===== config.mk =====
export PLATFORM = sky130hd
export DESIGN_NAME = motor_cmd_sequencer
export DESIGN_NICKNAME = d
export VERILOG_FILES = /design/src/rtl/motor_cmd_sequencer.sv
export SDC_FILE = /design/constraint.sdc
export NUM_CORES = 1
export LEC_CHECK = 0
export BUFFER_PORTS_ARGS = -buffer_cell sky130_fd_sc_hd__buf_2
export CORE_MARGIN = 1
export CORE_UTILIZATION = 50
export DETAILED_ROUTE_END_ITERATION = 8
export GPL_ROUTABILITY_DRIVEN = 0
export PLACE_DENSITY = 0.75
export SLEW_MARGIN = 20
export SYNTH_ARGS = -nofsm -noshare
export SYNTH_HDL_FRONTEND = slang
export SYNTH_SLANG_ARGS = --single-unit

===== constraint.sdc =====
create_clock -name clk -period 5.15 [get_ports clk]
set_clock_uncertainty 0.05 [all_clocks]
set_input_delay 1.2875 -clock clk [delete_from_list [all_inputs] [get_ports clk]]
set_output_delay 1.2875 -clock clk [all_outputs]
set_load 0.005 [all_outputs]

===== src/rtl/motor_cmd_sequencer.sv =====
// motor_cmd_sequencer: arbitrates drive sources and sequences each bridge side through ramps and dead time
module motor_cmd_sequencer #(
  parameter int RAMP_DIV   = 100000,
  parameter int STEP       = 8,
  parameter int FULL_DUTY  = 255,
  parameter int TURN_DUTY  = 160,
  parameter int DEAD_TICKS = 50000
) (
  input  logic       clk,
  input  logic       rst,
  input  logic [3:0] joy_mode,
  input  logic       auto_en,
  input  logic [3:0] auto_mode,
  input  logic       estop,
  output logic [1:0] l_IN,
  output logic [1:0] r_IN,
  output logic [7:0] l_duty,
  output logic [7:0] r_duty,
  output logic [1:0] src,
  output logic       busy
);
  localparam int RW = RAMP_DIV > 1 ? $clog2(RAMP_DIV) : 1;
  localparam int DW = $clog2(DEAD_TICKS + 1);
  typedef enum logic [1:0] {RUN, DECEL, DEAD} state_t;
  logic [RW-1:0] ramp_cnt;
  logic          tick;
  logic [3:0]    cmd;
  logic [7:0]    tgt_duty;
  logic [1:0]    side_busy;
  assign tick = ramp_cnt == RW'(RAMP_DIV - 1);
  assign cmd = joy_mode != 4'd0 ? joy_mode : auto_en ? auto_mode : 4'd0;
  assign tgt_duty = (cmd == 4'd1 || cmd == 4'd2) ? 8'(FULL_DUTY) :
                    (cmd == 4'd3 || cmd == 4'd4) ? 8'(TURN_DUTY) : 8'd0;
  always_ff @(posedge clk) begin
    ramp_cnt <= (rst || tick) ? '0 : ramp_cnt + 1'b1;
    src      <= rst ? 2'd0 : estop ? 2'd3 : joy_mode != 4'd0 ? 2'd1 : auto_en ? 2'd2 : 2'd0;
    busy     <= rst ? 1'b0 : |side_busy;
  end
  for (genvar s = 0; s < 2; s++) begin : g_side
    state_t        st;
    logic [1:0]    cur_dir, in_q, tgt_dir;
    logic [7:0]    duty, ramp, dec;
    logic [8:0]    up;
    logic [DW-1:0] cnt;
    // side 0 is left: a LEFT pivot reverses the left wheel, a RIGHT pivot the right one
    assign tgt_dir = cmd == 4'd1 ? 2'b10 : cmd == 4'd2 ? 2'b01 :
                     cmd == 4'd3 ? (s == 0 ? 2'b01 : 2'b10) :
                     cmd == 4'd4 ? (s == 0 ? 2'b10 : 2'b01) : cur_dir;
    assign up   = {1'b0, duty} + 9'(STEP);
    assign ramp = duty < tgt_duty ? (up > {1'b0, tgt_duty} ? tgt_duty : up[7:0]) :
                  duty > tgt_duty ? (duty - tgt_duty > 8'(STEP) ? duty - 8'(STEP) : tgt_duty) : duty;
    assign dec  = duty > 8'(STEP) ? duty - 8'(STEP) : 8'd0;
    assign side_busy[s] = st != RUN || duty != tgt_duty || tgt_dir != cur_dir;
    always_ff @(posedge clk) begin
      if (rst) begin
        st      <= RUN;
        cur_dir <= 2'b00;
        in_q    <= 2'b00;
        duty    <= 8'd0;
        cnt     <= '0;
      end else if (estop) begin
        st   <= DEAD;
        in_q <= 2'b00;
        duty <= 8'd0;
        cnt  <= DW'(DEAD_TICKS);
      end else begin
        case (st)
          RUN:
            if (tgt_dir == cur_dir) begin
              if (tick) duty <= ramp;
            end else if (duty != 8'd0) st <= DECEL;
            else begin
              st   <= DEAD;
              in_q <= 2'b00;
              cnt  <= DW'(DEAD_TICKS);
            end
          DECEL:
            if (tgt_dir == cur_dir) st <= RUN;
            else if (duty == 8'd0) begin
              st   <= DEAD;
              in_q <= 2'b00;
              cnt  <= DW'(DEAD_TICKS);
            end else if (tick) duty <= dec;
          default:
            // coast lasts exactly DEAD_TICKS cycles before the new polarity is applied
            if (cnt < DW'(2)) begin
              st      <= RUN;
              cur_dir <= tgt_dir;
              in_q    <= tgt_dir;
            end else cnt <= cnt - 1'b1;
        endcase
      end
    end
  end
  assign l_IN   = g_side[0].in_q;
  assign r_IN   = g_side[1].in_q;
  assign l_duty = g_side[0].duty;
  assign r_duty = g_side[1].duty;
endmodule

# --- Yosys cells after proc, flatten, opt, wreduce, memory -nomap -nowiden ---
# Cells that the tools add are included.
totals:
  regBits: 80
  input_bits: 12
  out_inout_bits: 23
  wordCells: 205
classes:
  add_sub_neg: 9
  n_lt_le_gt_ge: 12
  eq_ne: 47
  n_mux: 77
  bitwise_logic: 3
  reduce_logical: 40
op_table:
  columns: ["cell", "count"]
  rows:
  - ["16-bit two-way mux", 12]
  - ["8-bit two-way mux", 22]
  - ["2-bit two-way mux", 33]
  - ["16-bit case mux with 2 select lines", 2]
  - ["3-bit != test, second input constant", 12]
  - ["8-bit by 4-bit greater-than comparator with 1-bit output, second input constant", 4]
  - ["16-bit by 2-bit < comparator with 1-bit output, second input constant", 2]
  - ["2-bit != test, second input constant", 16]
  - ["8-bit case mux with 2 select lines", 2]
  - ["16-bit by 1-bit subtractor with 16-bit output, second input constant", 2]
  - ["5-bit AND reduction", 6]
  - ["8-bit by 4-bit adder with 9-bit output, second input constant", 2]
  - ["9-bit by 8-bit greater-than comparator with 1-bit output", 2]
  - ["3-bit AND reduction", 6]
  - ["17-bit by 1-bit adder with 17-bit output, second input constant", 1]
  - ["17-bit equality test, second input constant", 1]
  - ["8-bit greater-than comparator", 2]
  - ["8-bit logical NOT", 2]
  - ["8-bit < comparator", 2]
  - ["8-bit != test", 2]
  - ["2-bit case mux with 2 select lines", 4]
  - ["8-bit nonzero test", 2]
  - ["8-bit by 4-bit subtractor with 8-bit output, second input constant", 2]
  - ["8-bit subtractor", 2]
  - ["18 further kinds", 45]

# --- Longest topological paths before layout ---
# Gate-level depths: netlist of run 1.
depth:
  ltp_word: 14
  depth_mapped: 18
  ltp_nobuf: 16

# --- Worst setup path before layout of run 1 ---
# No wires, ideal clock.
synth_timing:
  path_kind: "input to register"
  from: "input auto_en"
  to: "register g_side[0].duty[3] (netlist: l_duty[3])"
  setup_time_ns: 0.074
  arrival_ns: 4.899
  required_ns: 5.026
  slack_ns: 0.126
  cell_stages: 17
  n_path_buf: 1
  path_cell_list: "nor2b_1 -> a31oi_1 -> buf_4 -> nand2_1 -> xnor2_1 -> and2_1 -> inv_1 -> ha_1 -> and3_1 -> a21oi_1 -> a31oi_1 -> a311oi_1 -> a211oi_1 -> or4_4 -> a211o_1 -> or3_1 -> a31oi_1"
synth_via:
  elab_chain_len: 14
  word_cells_on_any_way: 31
  classes_between: "add/sub: 1; order compare: 4; eq/ne: 8; mux: 15; reduce/logical: 3"
synth_lines:
  columns: ["item", "line_no", "rtl"]
  rows:
  - ["start, declared", "12", "input logic auto_en,"]
  - ["4-bit two-way mux * (2 in a row)", "31", "assign cmd = joy_mode != 4'd0 ? joy_mode : auto_en ? auto_mode : 4'd0;"]
  - ["4-bit by 2-bit equality test with 1-bit output or 4-bit by 3-bit equality test with 1-bit output (tied branches)", "33, 47, 48", null]
  - ["1-bit logical OR", "33", "(cmd == 4'd3 || cmd == 4'd4) ? 8'(TURN_DUTY) : 8'd0;"]
  - ["8-bit two-way mux", "33", null]
  - ["8-bit two-way mux", "32", "assign tgt_duty = (cmd == 4'd1 || cmd == 4'd2) ? 8'(FULL_DUTY) :"]
  - ["8-bit subtractor", "51", "duty > tgt_duty ? (duty - tgt_duty > 8'(STEP) ? duty - 8'(STEP) : tgt_duty) : duty;"]
  - ["8-bit by 4-bit greater-than comparator with 1-bit output", "51", null]
  - ["8-bit two-way mux (2 in a row)", "51", null]
  - ["8-bit two-way mux", "50", "assign ramp = duty < tgt_duty ? (up > {1'b0, tgt_duty} ? tgt_duty : up[7:0]) :"]
  - ["8-bit two-way mux", "70", "if (tick) duty <= ramp;"]
  - ["8-bit two-way mux", "69", "if (tgt_dir == cur_dir) begin"]
  - ["8-bit case mux with 2 select lines", "67", "case (st)"]
  - ["end signal, assigned", "70", null]
  - ["end, declared", "42", "logic [7:0] duty, ramp, dec;"]
# Mark *: on every way between the ends. The rest lies on a longest branch, timed or not. The select of a mux whose other input is x is not followed.
# A chain may end at the register's enable or synchronous reset.

# --- Worst setup path after layout of run 1 ---
layout_timing:
  from: "input joy_mode[1]"
  to: "register g_side[1].duty[4] (netlist: r_duty[4])"
layout_via:
  elab_chain_len: 14
  word_cells_on_any_way: 31
  classes_between: "add/sub: 1; order compare: 4; eq/ne: 8; mux: 14; reduce/logical: 4"
layout_lines:
  columns: ["item", "line_no", "rtl"]
  rows:
  - ["start, declared", "11", "input logic [3:0] joy_mode,"]
  - ["4-bit nonzero test", "31", null]
  - ["4-bit two-way mux *", "31", null]
  - ["4-bit by 2-bit equality test with 1-bit output or 4-bit by 3-bit equality test with 1-bit output (tied branches)", "33, 47, 48", null]
  - ["1-bit logical OR", "33", null]
  - ["8-bit two-way mux", "33", null]
  - ["8-bit two-way mux", "32", null]
  - ["8-bit subtractor", "51", null]
  - ["8-bit by 4-bit greater-than comparator with 1-bit output", "51", null]
  - ["8-bit two-way mux (2 in a row)", "51", null]
  - ["8-bit two-way mux", "50", null]
  - ["8-bit two-way mux", "70", null]
  - ["8-bit two-way mux", "69", null]
  - ["8-bit case mux with 2 select lines", "67", null]
  - ["end signal, assigned", "70", null]
  - ["end, declared", "42", null]
# Marked as above.

==> flow_summary.json, run 1 <==
{
  "whs_ns": 0.4178,
  "final_cell_area_mm2": 0.005812,
  "wl_per_cell_um": 15.99,
  "max_cap_violations": 0,
  "fmax_mhz": 206.6,
  "clk_latency_ns": 0.34,
  "min_period_ns": 4.840,
  "initial_core_util": 0.5175,
  "groute.usage.overall": 0.2513,
  "io_pins": 35,
  "synthTopCellsByArea": "dfxtp_1 (28%), nor2_1 (6.3%), xnor2_1 (5.6%)",
  "ff2ff_path_depth": 11,
  "synth_cell_types": 80,
  "ys_ff_latch": 76,
  "outcome": "finished, final reports clean",
  "die_x_um": 105.4,
  "num-nets-final": 738,
  "path_buf_inv": 3,
  "synth.net_count": 713,
  "core_mm2": 0.01032,
  "clkSlewWorstSetupHoldPaths_ns": 0.08,
  "grt_pass1_vias": 4921,
  "critPathRequiredTime_ns": 5.32,
  "clock_path_buffers": 2,
  "post_cts_resized": 0,
  "hold_depth": 1,
  "numCtsBuffers": 9,
  "synth_warnings": 0,
  "postCtsHoldBufs": 0,
  "vias_per_cell": 6.146,
  "path_cells": "buf_2 > or3b_1 > o21a_2 > nand2_4 > inv_2 > buf_4 > ha_1 > nor2b_1 > o41a_1 > a2111o_1 > a31o_2 > nand3b_1 > nand2_1 > o21ai_0 > a2111oi_0 > a211oi_1",
  "path_depth": 16,
  "ant_nets": 0,
  "clock-sinks": 76,
  "finalSetupTns_ns": 0,
  "tightestPinTransition_ns": 1.016,
  "slew_violations": 0,
  "fp.dieArea_mm2": 0.01110,
  "drt_iter0_drc": 319,
  "n_fill_cell": 961,
  "root_buffer": "clkbuf_8",
  "ir_worst_vdd_v": 0.0001900,
  "slew_headroom": 0.3169,
  "via_count": 5206,
  "cts_post_setup_buffers_inserted": 0,
  "grt.overflow.total": 0,
  "crit_fanout": 9,
  "synth_async_sr_flop_share": 0,
  "start_kind": "primary input",
  "netlist.area_leader.share": 0.2848,
  "rows": 37,
  "r2r_slack_ns": 1.45,
  "period_share": 0.9398,
  "arrival_ns": 5.01,
  "cts_tree": "built",
  "cp_slowest_cell": "a2111oi_0",
  "htree_levels": 3,
  "cellLeakagePower_nw": 2.243,
  "placed_cell_area_mm2": 0.005637,
  "dp_hpwl_mm": 9.943,
  "synth_edf_count": 0,
  "rsz0062_at_grt": "no",
  "syn_to_final_growth_pct": 8.782,
  "powerDensity_mw_per_mm2": 238.2,
  "avgSynthCellArea_um2": 7.834,
  "synth.largest_area_cell": "dfxtp_1",
  "syn_inst": 682,
  "dr.pass1.iters": 5,
  "grt_pass1_wl_mm": 22.76,
  "drcViolationCount": 0,
  "grt_max_degree": 26,
  "dieHeight_um": 105.4,
  "endpoint_kind": "flop",
  "cpPeakStageDelay_ns": 0.44,
  "diodes": 0,
  "finalHoldViolations": 0,
  "synth_area_mm2": 0.005343,
  "hp-class": "reg -> reg",
  "synth_ff_type": "dfxtp_1",
  "setup_viol": 0,
  "crit_type": "in -> reg",
  "drt-total-wl_mm": 13.55,
  "netlist_top_cells_count": "nor2_1 (89), dfxtp_1 (76), nand2_1 (47)",
  "drive_above_1_share": 0.1280,
  "seq_area_frac_synth": 0.2848,
  "critPathTopFamily": "compound AO/OA/AOI/OAI gates",
  "port_buffers": 34,
  "antenna_found_initial": 0,
  "synth.most_common_cell": "nor2_1"
}
-- state kept, by name, summed over array words and instances, names as in the netlist --
signal,count
g_side.st,4
g_side.cnt,32
src,2
g_side.cur_dir,4
busy,1
l_IN,2
l_duty,6
r_IN,2
r_duty,6
ramp_cnt,17
-- cell type report --
cell class                      count  area [um^2]  share of cell area
Tap cell                          136        170.2             0.02928
Clock inverter                      4        23.77            0.004090
Inverter                           28        105.1             0.01808
Sequential cell                    76         1521              0.2618
Multi-Input combinational cell    543         3557              0.6121
Timing Repair Buffer               49        282.8             0.04865
Clock buffer                       11        151.4             0.02605
-- power by group --
part	switching (W)	total, W	internal [W]
Sequential	0.0000233	0.000634	0.000611
Combinational	0.000194	0.000336	0.000142
Clock	0.000216	0.000414	0.000198
Total	0.000433	0.00138	0.000951
-- cells by family (layout without fill, tap and decap cells) --
group                    after synthesis  in the layout  synth area share
AND/OR/NAND/NOR                      285            285            0.2742
AO/OA/AOI/OAI                        163            163            0.2162
flip-flops                            76             76            0.2848
XOR/XNOR                              63             63            0.1033
buffers and inverters                 63             92           0.04941
adder cells (fa/ha/maj)               19             19           0.04450
multiplexers                          13             13           0.02763
-- metal layers --
layer | GRT usage | share of wire | wire [um] | vias to the layer above
met3 | 0.04515 | 0.060 | 818 | 33
met4 | 0.1087 | 0.022 | 299 | 0
met2 | 0.4065 | 0.46 | 6244 | 183
met5 | 0 | 0 | 0 | -
li1 | - | - | - | 2537
met1 | 0.3271 | 0.46 | 6185 | 2453
-- per-stage QoR --
| step | std cells | setup WS (ns) | power, W | util |
|---|---|---|---|---|
| finish | 847 | 0.3099 | 0.001384 | 0.5630 |
| global route | 847 | 0.1380 | 0.001459 | 0.5630 |
| detailed placement | 832 | 0.02499 | 0.0009768 | 0.5460 |
| global placement | 832 | 0.1738 | 0.0009679 | 0.5460 |
| floorplan | 682 | 0.1264 | 0.0008990 | - |
| CTS | 847 | 0.3965 | 0.001391 | 0.5630 |
-- final timing paths --
| path | startpoint | to |
|---|---|---|
| worst min-delay path | ramp_cnt[0] | ramp_cnt[0] |
| worst max-delay path | joy_mode[1] | r_duty[4] |
| worst max register to register | l_duty[3] | l_duty[3] |
| worst min register to register | ramp_cnt[0] | ramp_cnt[0] |
-- placed cells by master, fill, tap and decap left out, types with 5 or more instances in the layout --
master     n
inv_1     25
nor2_1    89
o31ai_1    5
a31oi_1   14
a22oi_1    5
mux2i_1   11
or3_1      8
nor3_1    17
o211ai_1   7
o22ai_1    6
nor2b_1   12
a21oi_1   44
buf_2     34
o21ai_0   14
xnor2_1   34
nand3_1   23
nor4_1    11
nand2b_1  14
nand2_1   47
nand4_1   16
dfxtp_1   76
ha_1      19
and3_1    14
xor2_1    29
o21ai_1    8
clkbuf_8  11
a211oi_1  10
buf_4     15
Note: power is estimated with default switching activity, not from simulation.
==> run 2, diff against run 1 <==
--- a/config.mk
+++ b/config.mk
@@ -6,11 +6,13 @@
 export NUM_CORES = 1
 export LEC_CHECK = 0
 export BUFFER_PORTS_ARGS = -buffer_cell sky130_fd_sc_hd__buf_2
+export CELL_PAD_IN_SITES_DETAIL_PLACEMENT = 2
+export CELL_PAD_IN_SITES_GLOBAL_PLACEMENT = 2
 export CORE_MARGIN = 1
-export CORE_UTILIZATION = 50
+export CORE_UTILIZATION = 33
 export DETAILED_ROUTE_END_ITERATION = 8
 export GPL_ROUTABILITY_DRIVEN = 0
-export PLACE_DENSITY = 0.75
+export PLACE_DENSITY = 0.81
 export SLEW_MARGIN = 20
 export SYNTH_ARGS = -nofsm -noshare
 export SYNTH_HDL_FRONTEND = slang
==> flow_summary.json, run 2 (synthesized netlist as in run 1, its figures left out) <==
{
  "outcome": "finished, final reports clean",
  "diodes": 0,
  "endpoint_kind": "flop",
  "crit_fanout": 6,
  "hp-class": "reg -> reg",
  "clock-sinks": 76,
  "num-nets-final": 741,
  "drive_above_1_share": 0.1289,
  "wl_per_cell_um": 20.07,
  "ir_worst_vdd_v": 0.0001299,
  "tightestPinTransition_ns": 0.9924,
  "use_met2": 0.4121,
  "setup_viol": 0,
  "mostFrequentLayoutCells": "nor2_1 (89), dfxtp_1 (76), nand2_1 (47)",
  "numCtsBuffers": 9,
  "start_kind": "primary input",
  "n_fill_cell": 1872,
  "largest_register": "g_side.cnt",
  "slew_violations": 0,
  "worstHoldStart": "ramp_cnt[0]",
  "arrival_ns": 5.12,
  "core_mm2": 0.01583,
  "cts_post_setup_buffers_inserted": 0,
  "min_period_ns": 4.919,
  "critPathRequiredTime_ns": 5.36,
  "drt_iter0_drc": 185,
  "powerDensity_mw_per_mm2": 262.5,
  "max_cap_violations": 0,
  "rsz0062_at_grt": "no",
  "grt_busiest_layer": "met2",
  "multiInputGateArea_mm2": 0.003563,
  "path_cells": "buf_2 > nor3b_4 > a31oi_4 > xnor2_1 > and2_1 > inv_1 > ha_1 > and3_1 > a21oi_1 > a31oi_1 > a311oi_1 > a211oi_1 > or4_4 > a211o_1 > or3_1 > a31oi_1",
  "cellLeakagePower_nw": 2.301,
  "finalSetupTns_ns": 0,
  "final_common_cell": "nor2_1",
  "cpPeakStageDelay_ns": 0.57,
  "die_x_um": 129.2,
  "via_count": 5399,
  "crit_path_start": "joy_mode[1]",
  "postCtsHoldBufs": 0,
  "vias_per_cell": 5.805,
  "seq_area_mm2": 0.001521,
  "dp_hpwl_mm": 13.98,
  "crit_type": "in -> reg",
  "io_pins": 35,
  "cp_common_cell": "a31oi_1",
  "ff2ff_path_depth": 11,
  "fmax_mhz": 203.3,
  "critPathCapture": "l_duty[3]",
  "rows": 46,
  "finalHoldViolations": 0,
  "port_buffers": 34,
  "post_cts_resized": 0,
  "r2r-start": "l_duty[3]",
  "grt_pass1_vias": 5990,
  "drcViolationCount": 0,
  "dieHeight_um": 129.2,
  "dr.pass1.iters": 4,
  "syn_to_final_growth_pct": 12.97,
  "grt_max_degree": 26,
  "initial_core_util": 0.3375,
  "reg.largest.list": "g_side.cnt: 32 flops, ramp_cnt: 17 flops",
  "fp.dieArea_mm2": 0.01670,
  "clock_path_buffers": 2,
  "r2r_slack_ns": 1.19,
  "drt-total-wl_mm": 18.67,
  "period_share": 0.9551,
  "cp_slowest_cell": "or4_4",
  "largest_register_ffs": 32,
  "fin_total_pwr_w": 0.001584,
  "clkSlewWorstSetupHoldPaths_ns": 0.06,
  "cts_tree": "built",
  "htree_levels": 3,
  "clk_latency_ns": 0.34,
  "grt_pass1_wl_mm": 30.51,
  "slew_headroom": 0.3327,
  "globalRouteMet1Util": 0.2830,
  "grt.overflow.total": 0,
  "root_buffer": "clkbuf_16",
  "groute.usage.overall": 0.2337,
  "ant_nets": 0,
  "r2r_end": "l_duty[3]",
  "antenna_found_initial": 0,
  "grtUsageMet3": 0.03097
}
## run 2: cell count changes in the layout (fill, tap and decap cells not counted)
cell / before / now
clkinv_2: 3 / 2
nor3b_2: 1 / 0
buf_4: 15 / 18
inv_6: 1 / 0
clkbuf_16: 0 / 9
clkbuf_8: 11 / 2
clkbuf_1: 0 / 2
nor3b_4: 0 / 1
## run 2: layout make-up
| cell class | instances | area share |
|---|---|---|
| clock buffers | 13 | 0.04312 |
| clock inverters | 2 | 0.001658 |
| inverters | 28 | 0.01741 |
| multi-input cells | 543 | 0.5904 |
| flip-flops and latches | 76 | 0.2521 |
| well taps | 216 | 0.04478 |
| repair buffers | 52 | 0.05058 |
## run 2: critical path: cells and delay by family
family                     cells  cell delay, ns
AOI/OAI and AO/OA              7            1.45
adders and majority gates      1            0.29
xor gates and xnor gates       1            0.19
buffers and inverters          2            0.23
and+or+nand+nor                5            1.68
## run 2: per-layer routing
metal | wire, um | vias to the layer above
met2 | 9307 | 85
met4 | 422 | 0
met1 | 8354 | 2750
li1 | - | 2532
met3 | 581 | 32
met5 | 0 | -
## run 2: report_power, final
group	internal [W]	leakage [nW]	switching [W]
logic	0.000144	1.55	0.000216
clock network	0.000348	0.135	0.000238
registers	0.000612	0.620	0.0000255
total	0.00110	2.30	0.000480
## run 2: how the worst min path moves through the flow
stage                     depth (start not counted)          end  slack [ns]
after floorplan                                   1  ramp_cnt[0]        0.38
after global placement                            1  ramp_cnt[0]        0.39
after detailed placement                          1  ramp_cnt[0]        0.44
after CTS                                         1  ramp_cnt[0]        0.45
after global routing                              1  ramp_cnt[0]        0.48
final                                             1  ramp_cnt[0]        0.45
## run 2: stage by stage
| stage | setup slack (ns) | area [um^2] | utilization | hold WS (ns) | cells |
|---|---|---|---|---|---|
| floorplan | 0.1264 | 5343 | - | 0.3799 | 682 |
| global placement | 0.1740 | 5759 | 0.3639 | 0.3938 | 915 |
| detailed placement | -0.1545 | 5759 | 0.3639 | 0.4391 | 915 |
| CTS | 0.1889 | 6030 | 0.3809 | 0.4494 | 930 |
| global route | 0.003437 | 6036 | 0.3813 | 0.4811 | 930 |
| finish | 0.2313 | 6036 | 0.3813 | 0.4453 | 930 |
